--- src/rtl/conv_window_sequencer.sv ---
// Scan controller for the 3x3 sliding-window line buffer: walks the zero-padded frame.
// Optional build macro SEQ_STRIDE2_EN adds stride-2 window qualification.
module conv_window_sequencer #(
  parameter int BITSIZE = 14,
  parameter int MAXN    = 112
) (
  input  logic               clk,
  input  logic               rst,
  input  logic               start,
  input  logic [6:0]         layer_size,
  input  logic               stride,
  input  logic [BITSIZE-1:0] px_in,
  input  logic               px_valid,
  output logic               px_ready,
  output logic [BITSIZE-1:0] lb_pixel,
  output logic               lb_in_valid,
  output logic               lb_zero_buffer,
  output logic               lb_wr_en,
  output logic [6:0]         lb_layer_fifosize,
  output logic               lb_end_of_layer,
  output logic               window_valid,
  output logic               busy,
  output logic               done,
  output logic               cfg_err
);
  localparam int PW = $clog2(MAXN + 2);

  typedef enum logic [1:0] {S_IDLE, S_SCAN, S_FLUSH, S_DONE} state_t;

  state_t        state_q, state_d;
  logic [PW-1:0] r_q, r_d, c_q, c_d;
  logic [6:0]    n_q, n_d;
  logic          cfg_err_q, cfg_err_d;
  logic          win_q, win_d;
  logic [PW-1:0] last;
  logic          size_ok, pad, shift, on_grid;

  assign last    = PW'(n_q) + PW'(1);
  assign size_ok = (layer_size == 7'd112) || (layer_size == 7'd56) || (layer_size == 7'd26);
  assign pad     = (r_q == '0) || (r_q == last) || (c_q == '0) || (c_q == last);

`ifdef SEQ_STRIDE2_EN
  logic stride_q, stride_d;
  assign stride_d = (state_q == S_IDLE && start && size_ok) ? stride : stride_q;
  always_ff @(posedge clk or negedge rst) begin
    if (!rst) stride_q <= 1'b0;
    else      stride_q <= stride_d;
  end
  // Stride-2 windows are those whose completing shift lands on an even row and column
  assign on_grid = ~stride_q | (~r_q[0] & ~c_q[0]);
`else
  logic unused_stride;
  assign unused_stride = stride;
  assign on_grid       = 1'b1;
`endif

  // A shift at (r,c) with r,c >= 2 completes the window centred at (r-1,c-1)
  assign win_d = shift && (r_q >= PW'(2)) && (c_q >= PW'(2)) && on_grid;

  always_ff @(posedge clk or negedge rst) begin
    if (!rst) begin
      state_q   <= S_IDLE;
      r_q       <= '0;
      c_q       <= '0;
      n_q       <= '0;
      cfg_err_q <= 1'b0;
      win_q     <= 1'b0;
    end else begin
      state_q   <= state_d;
      r_q       <= r_d;
      c_q       <= c_d;
      n_q       <= n_d;
      cfg_err_q <= cfg_err_d;
      win_q     <= win_d;
    end
  end

  always_comb begin
    state_d         = state_q;
    r_d             = r_q;
    c_d             = c_q;
    n_d             = n_q;
    cfg_err_d       = cfg_err_q;
    shift           = 1'b0;
    px_ready        = 1'b0;
    lb_wr_en        = 1'b0;
    lb_in_valid     = 1'b0;
    lb_zero_buffer  = 1'b0;
    lb_pixel        = '0;
    lb_end_of_layer = 1'b0;
    done            = 1'b0;
    unique case (state_q)
      S_IDLE: begin
        if (start) begin
          r_d = '0;
          c_d = '0;
          if (size_ok) begin
            state_d   = S_SCAN;
            n_d       = layer_size;
            cfg_err_d = 1'b0;
          end else begin
            cfg_err_d = 1'b1;
          end
        end
      end
      S_SCAN: begin
        if (pad) begin
          lb_wr_en       = 1'b1;
          lb_zero_buffer = 1'b1;
          shift          = 1'b1;
        end else begin
          // Ready depends only on position so upstream never sees a valid->ready loop
          px_ready = 1'b1;
          if (px_valid) begin
            lb_wr_en    = 1'b1;
            lb_in_valid = 1'b1;
            lb_pixel    = px_in;
            shift       = 1'b1;
          end
        end
        if (shift) begin
          if (c_q == last) begin
            c_d = '0;
            if (r_q == last) begin
              r_d     = '0;
              state_d = S_FLUSH;
            end else begin
              r_d = r_q + PW'(1);
            end
          end else begin
            c_d = c_q + PW'(1);
          end
        end
      end
      S_FLUSH: state_d = S_DONE;
      S_DONE: begin
        lb_end_of_layer = 1'b1;
        done            = 1'b1;
        state_d         = S_IDLE;
      end
      default: state_d = S_IDLE;
    endcase
  end

  assign busy              = (state_q != S_IDLE);
  assign window_valid      = win_q;
  assign cfg_err           = cfg_err_q;
  assign lb_layer_fifosize = n_q;

endmodule

--- config.mk ---
export PLATFORM = sky130hd
export DESIGN_NAME = conv_window_sequencer
export DESIGN_NICKNAME = d
export VERILOG_FILES = /design/src/rtl/conv_window_sequencer.sv
export SDC_FILE = /design/constraint.sdc
export NUM_CORES = 1
export LEC_CHECK = 0
export BUFFER_PORTS_ARGS = -buffer_cell sky130_fd_sc_hd__buf_2
export CAP_MARGIN = 15
export CELL_PAD_IN_SITES_DETAIL_PLACEMENT = 1
export CELL_PAD_IN_SITES_GLOBAL_PLACEMENT = 1
export CORE_ASPECT_RATIO = 0.7
export CORE_MARGIN = 2
export CORE_UTILIZATION = 30
export DETAILED_ROUTE_END_ITERATION = 12
export PLACE_DENSITY = 0.67
export SYNTH_ARGS = -nofsm -noshare
export SYNTH_HDL_FRONTEND = slang
export SYNTH_SLANG_ARGS = --single-unit
--- constraint.sdc ---
create_clock -name clk -period 3.65 [get_ports clk]
set_input_delay 0.5475 -clock clk [delete_from_list [all_inputs] [get_ports clk]]
set_output_delay 0.5475 -clock clk [all_outputs]
set_load 0.005 [all_outputs]
# Yosys cells after proc, flatten, opt, wreduce, memory -nomap -nowiden
# Index checks and enable logic that the tools add are counted.
dict set report word_totals {
  elab_cells 71
  reg_bits 25
  in_bits 26
  out_inout_bits 30
}
dict set report op_classes {
  n_eq_ne 13
  n_lt_le_gt_ge 2
  n_reduce_logical 17
  mux 30
  addsub 3
}
# op count
set ops {}
lappend ops {{2-to-1 mux 14 bit} 3}
lappend ops {{2-to-1 mux 7 bit} 6}
lappend ops {{case mux 7 bit (2 select lines)} 2}
lappend ops {{adder 7 x 1 -> 7 bit (second input constant)} 3}
lappend ops {{equality test 7 bit} 2}
lappend ops {{>= comparator 7 x 2 -> 1 bit (second input constant)} 2}
lappend ops {{zero test 7 bit} 2}
lappend ops {{2-to-1 mux 1 bit} 13}
lappend ops {{2-to-1 mux 2 bit} 5}
lappend ops {{inequality test 2 bit (second input constant)} 5}
lappend ops {{case mux 2 bit (4 select lines)} 1}
lappend ops {{equality test 7 x 5 -> 1 bit (second input constant)} 1}
lappend ops {{equality test 7 x 6 -> 1 bit (second input constant)} 1}
lappend ops {{equality test 7 bit (second input constant)} 1}
lappend ops {{AND reduction 3 bit} 2}
lappend ops {{logical OR 1 bit} 5}
lappend ops {{AND reduction 5 bit} 1}
lappend ops {{equality test 2 bit (second input constant)} 2}
lappend ops {{AND reduction 4 bit} 1}
lappend ops {{nonzero test 2 bit} 2}
lappend ops {{equality test 2 x 1 -> 1 bit (second input constant)} 1}
lappend ops {{logical AND 1 bit} 2}
lappend ops {{zero test 2 bit} 1}
lappend ops {{AND reduction 2 bit} 1}

# Logic depth before layout (Yosys ltp)
dict set report logic_depth {
  ltp_word 10
  ltp_mapped 10
  depth_no_buf 8
}

# Worst setup path after synthesis
# No wires, ideal clock.
dict set report synth_timing {
  path_kind {reg-to-output}
  from {register n_q[0] (netlist: lb_layer_fifosize[0])}
  to {output lb_pixel[10]}
  stages_incl_launch_ff 11
  required_ps 3102
  setup_slack_ps 809
  arrival_time_ps 2294
  n_path_buf 2
  path_cell_list {dfrtp_1 > ha_1 > clkbuf_2 > nand3_1 > or3_1 > a22o_1 > nor4_4 > or3_1 > nor2_1 > clkbuf_1 > and2_1}
}
dict set report synth_between {
  elab_chain_cells 7
  elab_cells_between_ends 8
  classes_between {add/sub: 1; eq/ne: 2; mux: 2; reduce/logical: 3}
}
# item line_no
set synth_rtl {}
lappend synth_rtl {{from (decl)} 32} ;# logic [6:0] n_q, n_d;
lappend synth_rtl {{from (signal assigned)} 72} ;# n_q <= n_d;
lappend synth_rtl {{adder 7 x 1 -> 7 bit (*)} 38} ;# assign last = PW'(n_q) + PW'(1);
lappend synth_rtl {{equality test 7 bit} 40} ;# assign pad = (r_q == '0) || (r_q == last) || (c_q == '0) || (c_q == last);
lappend synth_rtl {{logical OR 1 bit (2 in series)} 40}
lappend synth_rtl {{logical OR 1 bit (*)} 40}
lappend synth_rtl {{2-to-1 mux 14 bit (*)} 107} ;# if (pad) begin
lappend synth_rtl {{2-to-1 mux 14 bit (*)} 92} ;# unique case (state_q)
lappend synth_rtl {{to (decl)} 15} ;# output logic [BITSIZE-1:0] lb_pixel,
# Every way passes the cells marked *; elsewhere a longest branch is shown, timed or not.

# Worst setup path after layout
dict set report layout_timing {
  from {register n_q[1] (netlist: lb_layer_fifosize[1])}
  to {output lb_pixel[10]}
}
# Same word-level chain as after synthesis.

==> impl_metrics.env <==
export IMPL_yosys_warnings=0
export IMPL_synth_top_family_by_area="simple AND/OR/NAND/NOR gates"
export IMPL_grt_max_degree=26
export IMPL_cp_end_kind="output pin"
export IMPL_synth_edf_count=0
export IMPL_clk_latency_ns=0.28
export IMPL_max_freq_mhz=295
export IMPL_rsz0062_at_grt="no"
export IMPL_final_cell_mix="54 x buf_2, 25 x dfrtp_1, 21 x nand2_1, 19 x and2_1, 15 x nor2_1"
export IMPL_cts_hold_buf=0
export IMPL_cts_root_buf="clkbuf_8"
export IMPL_dr_total_vias=1895
export IMPL_grt_pass1_wl_um=9760
export IMPL_r2r_start="lb_layer_fifosize[1]$_DFFE_PN0P_"
export IMPL_startpoint="lb_layer_fifosize[1]$_DFFE_PN0P_"
export IMPL_seqCellArea_um2=626
export IMPL_placed_cells=377
export IMPL_gp_congestion=0.806
export IMPL_synthArstFlopShare=1.00
export IMPL_dp_hpwl_um=4590
export IMPL_grt_pass1_vias=1983
export IMPL_synth_fa_ha_area_frac=0.0728
export IMPL_first_iter_violations=44
export IMPL_setup_tns_ns=0
export IMPL_n_antenna_cell=0
export IMPL_via_per_inst=4.97
export IMPL_yosysUniqueCellTypes=48
export IMPL_drive_gt1_frac=0.251
export IMPL_drc=0
export IMPL_firstDrtPassIters=6
export IMPL_ys_flop_type="dfrtp_1"
export IMPL_vdd_drop_max_mv=0.207
export IMPL_grt_antenna_before_repair=0
export IMPL_clk_pin_slew_ns=0.10
export IMPL_yosysSeqAreaShare=0.303
export IMPL_slew_headroom=0.534
export IMPL_synth_seq_cells=25
export IMPL_syn_area_um2=2060
export IMPL_layout_nets=326
export IMPL_wl_per_cell_um=15.3
export IMPL_multiInputGateArea_um2=1300
export IMPL_routed_wl_um=5830
export IMPL_synthMuxAreaShare=0.0576
export IMPL_syn_area_per_cell_um2=8.63
export IMPL_cts_sinks=25
export IMPL_power_density_nw_per_um2=454
export IMPL_fin_skew_ns=0.00621
export IMPL_die_area_um2=7570
export IMPL_final_common_cell="buf_2"
export IMPL_setup_viol=0
export IMPL_fp_dieW_um=103
export IMPL_synth_nets=277
export IMPL_synth_xor_area_frac=0.0679
export IMPL_min_path_type="in2async"
export IMPL_crit_arrival_ns=2.84
export IMPL_worstSetupPathType="reg2out"
export IMPL_cts_tree="built"
export IMPL_grt_overflow_total=0
export IMPL_cp_max_fo=15
export IMPL_row_count=25
export IMPL_die_y_um=73.4
export IMPL_start_util=0.308
export IMPL_leakage_nw=1.21
export IMPL_utilization=0.365
export IMPL_portBuffers=54
export IMPL_clock_path_buffers=2
export IMPL_cts_setup_buffers=0
export IMPL_cts_resized_gates=0
export IMPL_area_delta_synth_final_pct=18.6
export IMPL_final_hold_viol_count=0
export IMPL_worstPathRequired_ns=3.10
export IMPL_drv_slew=0
export IMPL_cap_violations=0
export IMPL_synth_simple_area_share=0.258
export IMPL_finalCritPeriodShare=0.928
export IMPL_fillerInstances=847
export IMPL_synthCells=239
export IMPL_tightest_slew_ns=0.689
export IMPL_synth_compound_area_frac=0.172
export IMPL_outcome="finished clean"
export IMPL_h_tree_depth=1
export IMPL_period_needed_ns=3.39
export IMPL_grtUsageTotal=0.166
export IMPL_cts_made_buffers=3
export IMPL_boundaryPins=56
export IMPL_core_area_um2=6690
export IMPL_startpoint_type="flip-flop"
export IMPL_postRouteAntennaNets=0
export IMPL_stdcell_count=381
==> metrics by stage <==
stage | cell area (um^2) | power (mW) | setup WS [ns] | hold WS, ns
after floorplan | 2060 | 0.752 | 0.809 | 0.252
after global placement | 2400 | 0.924 | 0.581 | 0.500
after CTS | 2450 | 1.13 | 0.242 | 0.283
after detailed placement | 2400 | 0.942 | 0.577 | 0.521
after global routing | 2450 | 1.22 | 0.0403 | 0.303
final | 2450 | 1.11 | 0.262 | 0.255
==> metal layers <==
layer	global-route usage	up-vias	wire (um)
li1	-	936	-
met1	0.235	918	2960
met2	0.262	35	2590
met3	0.0352	6	231
met4	0.0351	0	43
met5	0	-	0
==> flip-flops by register name, indices dropped and copies added, names as in the netlist <==
signal,flops
r_q,7
state_q,2
lb_layer_fifosize,7
window_valid,1
cfg_err,1
c_q,7
==> power breakdown <==
group	switching [mW]	internal, mW
Clock	0.0973	0.0784
Sequential	0.0982	0.328
Combinational	0.251	0.257
==> cell type report <==
type,count,share of cell area
Sequential cell,25,0.256
Clock buffer,4,0.0184
Multi-Input combinational cell,185,0.530
Timing Repair Buffer,59,0.126
Inverter,14,0.0215
Tap cell,94,0.0481
==> synthesized netlist by cell type (3+ instances only) <==
cell      number  area, um^2
nor3_1         3        15.0
dfrtp_1       25         626
nor2b_1        6        37.5
mux2_2         7        78.8
ha_1          12         150
or4_1          4        30.0
clkbuf_1       6        22.5
nand3_1        6        30.0
nor2_1        15        56.3
and3_1         4        25.0
or3_1          5        31.3
buf_2          3        15.0
nand2_1       21        78.8
o21ai_0       13        65.1
and2_1        19         119
xor2_1         4        35.0
nand2b_1       3        18.8
xnor2_1       12         105
mux2i_1        4        40.0
a21oi_1        5        25.0
a22o_1        10        87.6
o211ai_1       3        22.5
inv_1         14        52.6
buf_4          3        22.5
==> critical path, cell delays in order, from the launching register on <==
cell and delay [ns]:
dfrtp_1 0.43, ha_1 0.34, nand3_1 0.15, or3_1 0.38, a22o_1 0.24, nor4_4 0.28, or3_1 0.21, nor2_1 0.06
buf_4 0.17, and2_1 0.16, buf_2 0.12
==> final timing paths <==
check / slack (ns) / endpoint / cells after the start
worst max-delay path: 0.26 / lb_pixel[10] / 10
worst min-delay path: 0.26 / lb_layer_fifosize[6]$_DFFE_PN0P_ / 1
worst max register to register: 0.72 / c_q[6]$_DFFE_PN0P_ / 9
worst min register to register: 0.54 / cfg_err$_DFFE_PN0P_ / 2
max in group asynchronous: 3.01 / r_q[0]$_DFFE_PN0P_ / 1
min in group clk: 0.51 / lb_layer_fifosize[3]$_DFFE_PN0P_ / 2
==> cell families after synthesis <==
logic type                 Yosys count
AOI/OAI and AO/OA                   50
xor gates and xnor gates            16
buffers and inverters               29
and+or+nand+nor                     96
adders and majority gates           12
DFF                                 25
muxes                               11
Note: power is estimated with default switching activity, not from simulation.
